$ cat src/rtl/conv_pkg.sv
// Shared constants for the 3x3 convolution window datapath.
package conv_pkg;
  localparam int unsigned K          = 3;
  localparam int unsigned DATA_W_DEF = 9;

  // Window element indices: row-major, top-left first, bottom-right newest.
  localparam int unsigned W_TL = 0;
  localparam int unsigned W_TM = 1;
  localparam int unsigned W_TR = 2;
  localparam int unsigned W_ML = 3;
  localparam int unsigned W_MM = 4;
  localparam int unsigned W_MR = 5;
  localparam int unsigned W_BL = 6;
  localparam int unsigned W_BM = 7;
  localparam int unsigned W_BR = 8;
endpackage

$ cat src/rtl/row_delay.sv
// DEPTH-deep, DATA_W-wide delay line advancing only when en is high.
module row_delay #(
  parameter int unsigned DATA_W = 9,
  parameter int unsigned DEPTH  = 226
) (
  input  logic              clk,
  input  logic              rst,
  input  logic              en,
  input  logic [DATA_W-1:0] din,
  output logic [DATA_W-1:0] dout
);
  logic [DEPTH*DATA_W-1:0] sr;

  always_ff @(posedge clk) begin
    if (rst)
      sr <= '0;
    else if (en)
      sr <= {sr[(DEPTH-1)*DATA_W-1:0], din};
  end

  assign dout = sr[DEPTH*DATA_W-1 -: DATA_W];
endmodule

$ cat src/rtl/conv_window_gen.sv
// Streaming 3x3 window generator: raster pixels in, one window per valid
// output position out, with valid/ready flow control on both sides.
module conv_window_gen
  import conv_pkg::*;
#(
  parameter int unsigned DATA_W = DATA_W_DEF,
  parameter int unsigned IMG_W  = 226,
  parameter int unsigned IMG_H  = 226,
  parameter int unsigned STRIDE = 1
) (
  input  logic                  clk,
  input  logic                  rst,
  input  logic                  in_valid,
  output logic                  in_ready,
  input  logic [DATA_W-1:0]     in_data,
  output logic                  out_valid,
  input  logic                  out_ready,
  output logic [K*K*DATA_W-1:0] win,
  output logic                  out_last
);
  localparam int unsigned COL_W    = $clog2(IMG_W);
  localparam int unsigned ROW_W    = $clog2(IMG_H);
  localparam int unsigned LAST_ROW = 2 + ((IMG_H - 3) / STRIDE) * STRIDE;
  localparam int unsigned LAST_COL = 2 + ((IMG_W - 3) / STRIDE) * STRIDE;

  logic [COL_W-1:0]       col;
  logic [ROW_W-1:0]       row;
  logic                   accept;
  logic                   stride_ok;
  logic                   emit_pos;
  logic                   last_pos;
  logic [DATA_W-1:0]      rd0_out;
  logic [DATA_W-1:0]      rd1_out;
  logic [DATA_W-1:0]      col_l   [K];
  logic [DATA_W-1:0]      col_m   [K];
  logic [DATA_W-1:0]      col_new [K];
  logic [K*K*DATA_W-1:0]  win_next;

  assign in_ready = !rst && (!out_valid || out_ready);
  assign accept   = in_valid && in_ready;

  // Raster position of the pixel currently offered on in_data.
  always_ff @(posedge clk) begin
    if (rst) begin
      col <= '0;
      row <= '0;
    end else if (accept) begin
      if (col == COL_W'(IMG_W - 1)) begin
        col <= '0;
        row <= (row == ROW_W'(IMG_H - 1)) ? '0 : row + ROW_W'(1);
      end else begin
        col <= col + COL_W'(1);
      end
    end
  end

  row_delay #(.DATA_W(DATA_W), .DEPTH(IMG_W)) u_rd0 (
    .clk  (clk),
    .rst  (rst),
    .en   (accept),
    .din  (in_data),
    .dout (rd0_out)
  );

  row_delay #(.DATA_W(DATA_W), .DEPTH(IMG_W)) u_rd1 (
    .clk  (clk),
    .rst  (rst),
    .en   (accept),
    .din  (rd0_out),
    .dout (rd1_out)
  );

  // With stride 2 the valid anchors are the even rows/columns.
  always_comb begin
    stride_ok = 1'b1;
    if (STRIDE == 2)
      stride_ok = !row[0] && !col[0];
  end

  assign emit_pos = (row >= ROW_W'(2)) && (col >= COL_W'(2)) && stride_ok;
  assign last_pos = (row == ROW_W'(LAST_ROW)) && (col == COL_W'(LAST_COL));

  assign col_new[0] = rd1_out;
  assign col_new[1] = rd0_out;
  assign col_new[2] = in_data;

  always_comb begin
    win_next = '0;
    win_next[W_TL*DATA_W +: DATA_W] = col_l[0];
    win_next[W_TM*DATA_W +: DATA_W] = col_m[0];
    win_next[W_TR*DATA_W +: DATA_W] = col_new[0];
    win_next[W_ML*DATA_W +: DATA_W] = col_l[1];
    win_next[W_MM*DATA_W +: DATA_W] = col_m[1];
    win_next[W_MR*DATA_W +: DATA_W] = col_new[1];
    win_next[W_BL*DATA_W +: DATA_W] = col_l[2];
    win_next[W_BM*DATA_W +: DATA_W] = col_m[2];
    win_next[W_BR*DATA_W +: DATA_W] = col_new[2];
  end

  // Two older columns of the window; the newest column comes straight from the inputs.
  always_ff @(posedge clk) begin
    if (rst) begin
      for (int i = 0; i < K; i++) begin
        col_l[i] <= '0;
        col_m[i] <= '0;
      end
    end else if (accept) begin
      for (int i = 0; i < K; i++) begin
        col_l[i] <= col_m[i];
        col_m[i] <= col_new[i];
      end
    end
  end

  always_ff @(posedge clk) begin
    if (rst) begin
      out_valid <= 1'b0;
      out_last  <= 1'b0;
      win       <= '0;
    end else if (accept) begin
      out_valid <= emit_pos;
      out_last  <= emit_pos && last_pos;
      if (emit_pos)
        win <= win_next;
    end else if (out_ready) begin
      out_valid <= 1'b0;
      out_last  <= 1'b0;
    end
  end
endmodule

$ cat config.mk
export PLATFORM = sky130hd
export DESIGN_NAME = conv_window_gen
export DESIGN_NICKNAME = d
export VERILOG_FILES = /design/src/rtl/conv_pkg.sv /design/src/rtl/row_delay.sv /design/src/rtl/conv_window_gen.sv
export SDC_FILE = /design/constraint.sdc
export NUM_CORES = 2
export LEC_CHECK = 0
export CAP_MARGIN = 20
export CORE_ASPECT_RATIO = 1.4
export CORE_MARGIN = 8
export CORE_UTILIZATION = 50
export CTS_CLUSTER_SIZE = 25
export DETAILED_ROUTE_END_ITERATION = 7
export GPL_ROUTABILITY_DRIVEN = 0
export PLACE_DENSITY = 0.65
export SETUP_SLACK_MARGIN = 0.05
export SLEW_MARGIN = 10
export SYNTH_ARGS = -nofsm -noshare
export SYNTH_HDL_FRONTEND = slang
export SYNTH_HIERARCHICAL = 1
export SYNTH_SLANG_ARGS = --single-unit
$ cat constraint.sdc
create_clock -name clk -period 8.03 [get_ports clk]
set_input_delay 1.606 -clock clk [delete_from_list [all_inputs] [get_ports clk]]
set_output_delay 1.606 -clock clk [all_outputs]
set_load 0.005 [all_outputs]
Yosys cells after proc, flatten, opt, wreduce, memory -nomap -nowiden

Memory sizes are Yosys's and may differ from the RTL's. A register that Yosys moved wholly into a read port is not among the register bits.
Cells that the tools add are included.

Magnitude comparators: 2
Add/subtract/negate cells: 2
Reductions and logical operators: 11
Eq/ne operators: 2
Mux-type cells: 16
Bitwise gates (word level): 6

Operator list:

| operator            | count |
|---|---|
| $mux 9              | 6 |
| $add 8x1->8 const B | 2 |
| $eq 8x8->1 const B  | 2 |
| $ge 8x2->1 const B  | 2 |
| $mux 8              | 2 |
| $mux 1              | 8 |
| $or 1x1->1          | 6 |
| $logic_and 1x1->1   | 5 |
| $reduce_and 2->1    | 2 |
| $logic_not 1->1     | 2 |
| $reduce_bool 2->1   | 1 |
| $logic_or 1x1->1    | 1 |

Memories: 2
Register bits after elaboration: 4167
Bits of input ports: 13
Output and inout bits: 84
Memory bits (writable): 54

Memory list:

| name  | depth | width | read ports | clocked after memory_dff | write ports | line                  | text |
|---|---|---|---|---|---|---|---|
| col_l | 3     | 9     | 3          | 3                        | 3           | conv_window_gen.sv:34 | `logic [DATA_W-1:0] col_l [K];` |
| col_m | 3     | 9     | 3          | 0                        | 3           | conv_window_gen.sv:35 | `logic [DATA_W-1:0] col_m [K];` |

Longest topological paths before layout

Depth after elaboration: 8
Mapped depth: 10

By module

Netlist, hierarchy kept.

Modules (own cells, without submodules):

| module          | seq. area each (um2) | area an instance (um2) | cells each | times used |
|---|---|---|---|---|
| row_delay       | 40719.1              | 71663.7                | 6563       | 2 |
| conv_window_gen | 3603.5               | 6478.7                 | 496        | 1 |

Least setup slack after synthesis

OpenSTA, ideal clock, no wires.

Path kind: input to output
Start point: input port rst
End point: output port in_ready
Stages on the path: 3
Setup slack: 4393 ps
Arrival time: 2031 ps
Path through: buf_6 clkbuf_1 nor2_1

Word-level cells in the longest chain between the ends: 2

RTL lines:

| element           | line                  | text |
|---|---|---|
| from (decl)       | conv_window_gen.sv:12 | `input logic rst,` |
| $logic_not 1->1   | conv_window_gen.sv:39 | `assign in_ready = !rst && (!out_valid \|\| out_ready);` |
| $logic_and 1x1->1 | conv_window_gen.sv:39 |  |
| to (decl)         | conv_window_gen.sv:14 | `output logic in_ready,` |

Every way passes these cells.

Worst setup path after layout

Start point: input port out_ready
End point: register u_rd1.sr[1125]

Word-level cells in the longest chain between the ends: 3

RTL lines:

| element              | line                  | text |
|---|---|---|
| from (decl)          | conv_window_gen.sv:17 | `input logic out_ready,` |
| $logic_or 1x1->1     | conv_window_gen.sv:39 |  |
| $logic_and 1x1->1    | conv_window_gen.sv:39 |  |
| $logic_and 1x1->1    | conv_window_gen.sv:40 | `assign accept = in_valid && in_ready;` |
| net accept           | conv_window_gen.sv:28 | `logic accept;` |
| to (signal assigned) | row_delay.sv:18       | `sr <= {sr[(DEPTH-1)*DATA_W-1:0], din};` |
| to (decl)            | row_delay.sv:12       | `logic [DEPTH*DATA_W-1:0] sr;` |

The timed path passes the listed nets, and every way through them passes these cells.
A chain may end at the register's enable or synchronous reset.

==> results by group <==
Drt
  – WL/cell: between 10 and 15 um
  – Total number of vias: roughly 86k
  – # DRC: 0
  – Top routing layer in use: met4
  – WL met3: ~7600 um
  – Remaining antenna violation count: 0
  – Drt total wl: around 210000 um
  – 1st-pass router iterations: 6
  – Met2 Routed Length: 102800 um
  – Starting DRC count in detailed routing: roughly 3.8k
  – Vias per cell: approximately 4.9
  – Routed length on met1: between 100000 and 150000 um

Floorplan
  – Core box area: about 0.30 mm2
  – Initial core utilization: 0.5006
  – Die Span X: 478.6 um
  – IO Count: between 90 and 100
  – Die Y-Extent: 663.7 um
  – Row count: ~240
  – Die ar.: 0.3176 mm2

Timing
  – Worst Skew: ~0.075 ns
  – Final setup violation count: 0
  – Max-slew headroom: 0.2164
  – Setup TNS: 0 ns
  – Slew @ Worst Pin: roughly 1.2 ns
  – Fmax: 0.2153 GHz
  – Period minus WS final: approximately 4.6 ns
  – RSZ-0062 raised after global routing: false
  – Fin crit share: 0.5785
  – Final hold vios: 0
  – Max-slew violation count: 0

Synth
  – Post-synth top flop: dfxtp_1
  – Sequential element share of the synthesized area: 0.5677
  – Avg Inst Size Synth: 11.00 um2
  – Mapped Area: between 0.1 and 0.15 mm2
  – Ys Warns: 33
  – Post-Syn Nets: ~14k
  – Yosys cell types: 44
  – Async S/R FF share, synth: 0
  – Synth Instances: roughly 14k
  – Yosys reg bits: about 4.2k
  – Post-synth EDFFs: 54

Hold path
  – HP Class: flop to flop

CTS
  – Post-CTS resize count: 0
  – CTS max path bufs: 4
  – CTS tree: yes
  – Worst skew pair latency: 0.88 ns
  – Clock Sinks: between 4k and 5k
  – Htree depth: 5
  – Num CTS Buffers: ~400
  – # Post-CTS Setup Buffers: 0
  – Hold buffers post-CTS: 0
  – Clk pin slew, worst setup/hold paths: 0.06 ns
  – Root buffer cell: clkbuf_16

Final layout
  – Seq. cell area: about 0.085 mm2
  – Synthesis-to-finish area growth: 9.632%
  – Final nets: around 13k
  – Number of fillers in the final layout: 25.45k
  – Multi-input logic area: approximately 0.06 mm2
  – Fin area: 0.1642 mm2
  – Layout cells sized above 1: 0.06012

Worst setup path
  – Worst Path Required: roughly 8.7 ns
  – Startpoint Class: input port
  – Kind of critical path: input port to flop
  – Setup crit end kind: flop
  – CP max FO: between 100 and 150
  – Critical path arrival: between 5 and 6 ns

GRT
  – Largest net degree at the start of global routing: ~250
  – First-pass GRT wire length: 376700 um
  – Vias in the first global route: 85.11k
  – Initial antenna violation count: 3
  – Grt total ovfl: 0
  – GRT Util Overall: 0.1293

Power
  – Pwr per Cell Area: between 200 and 300 mW/mm2
  – VDD IR max: between 0.00015 and 0.0002 V
  – Leakage power total: around 63 nW

Placed design
  – Count of input and output buffers: 96
  – HPWL after DPL: roughly 120000 um
  – DP Area: roughly 0.15 mm2

Flow run
  – Max cap viols: 0

Run status
  – Status: finished, final reports clean
-- metal layers --
| metal | track usage | vias up |
|---|---|---|
| li1 | - | 44440 |
| met1 | 0.1543 | 40590 |
| met2 | 0.2368 | 664 |
| met3 | 0.02573 | 345 |
| met4 | 0.03327 | 0 |
| met5 | 0 | - |
-- where the power goes --
part	internal [mW]	switching [mW]	total, mW
clock network	11.2	7.60	18.8
logic	0.494	0.832	1.33
registers	21.0	0.00988	21.0
-- cells in the final DEF (no fill, tap or decap), types with 5 or more instances in the layout --
cell type           n
a21oi_1             9
and3_1             54
buf_12             38
buf_4              58
bufinv_16          29
clkbuf_1           83
clkbuf_16         411
clkbuf_8           96
clkdlybuf4s50_1    95
clkinv_2           71
clkinv_8            5
clkinvlp_4          8
dfxtp_1          4167
edfxtp_1           54
ha_1                6
inv_1               6
inv_6               5
mux2_4             79
mux2i_1          4068
nand2_1             9
nand3_1             5
nor2_1           4076
nor2b_1            79
o31ai_1             5
or4_1               6
-- worst max-delay path, cell delays in order --
cell	delay (ns)
clkdlybuf4s50_1	0.50
nand2b_2	0.13
buf_4	0.55
nand2_4	0.19
inv_8	0.72
buf_4	0.45
buf_12	0.54
mux2i_1	0.28
nor2_1	0.07
-- stage by stage --
step	power (mW)	utilization	setup WS, ns	instances	hold WS, ns
2_1_floorplan	22.75	-	4.393	13620	0.4493
3_3_place_gp	22.80	0.5040	2.568	16820	0.4576
3_5_place_dp	22.82	0.5040	2.493	16820	0.4591
4_1_cts	41.89	0.5487	3.440	17530	0.4335
5_1_grt	42.78	0.5488	3.238	17540	0.4650
6_report	41.11	0.5488	3.385	17540	0.4329
-- path summary, 6_finish.rpt --
kind,from,to,slack (ns),depth (start not counted)
setup reg to reg,out_valid$_SDFFE_PP0P_,u_rd1/sr[1125]$_SDFFE_PP0P_,4.36,8
hold reg to reg,u_rd1/sr[1259]$_SDFFE_PP0P_,u_rd1/sr[1268]$_SDFFE_PP0P_,0.43,2
hold / removal,u_rd1/sr[1259]$_SDFFE_PP0P_,u_rd1/sr[1268]$_SDFFE_PP0P_,0.43,2
setup / recovery,out_ready,u_rd1/sr[1125]$_SDFFE_PP0P_,3.38,9
-- cell families after synthesis --
kind of cell | synth area share
compound gates | 0.0009438
xor+xnor | 0.0003509
fa+ha+maj | 0.0005011
buf+inv | 0.04089
flops | 0.5677
mux | 0.2799
simple gates | 0.1098
-- final cells by class --
cell class | instances | area share
antenna | 3 | 0.00004571
clock buffer | 590 | 0.07256
clock inverter | 123 | 0.008913
inverter | 8 | 0.0002285
multi-input combinational | 8439 | 0.3570
sequential | 4221 | 0.5178
tap | 3960 | 0.03017
timing repair buffer | 192 | 0.01324
-- sequential cells by signal, summed over array words and instances, names as in the netlist --
name       flops
out_valid      1
col_l         27
out_last       1
col            8
u_rd0/sr    2034
col_m         27
u_rd1/sr    2034
row            8
win           81
-- Yosys cell counts (6+ instances only) --
cell | number | share of area
nand2_1 | 9 | 0.00023
mux2_4 | 79 | 0.0079
a21oi_1 | 9 | 0.00030
dfxtp_1 | 4167 | 0.56
or4_1 | 6 | 0.00030
buf_8 | 16 | 0.0016
mux2i_1 | 4068 | 0.27
buf_2 | 198 | 0.0066
edfxtp_1 | 54 | 0.011
and3_1 | 54 | 0.0023
buf_6 | 216 | 0.016
buf_4 | 124 | 0.0062
buf_1 | 60 | 0.0015
nor2b_1 | 79 | 0.0033
inv_1 | 7 | 0.00018
clkbuf_1 | 340 | 0.0085
nor2_1 | 4076 | 0.10
ha_1 | 6 | 0.00050
(Power assumes the default switching activity.)
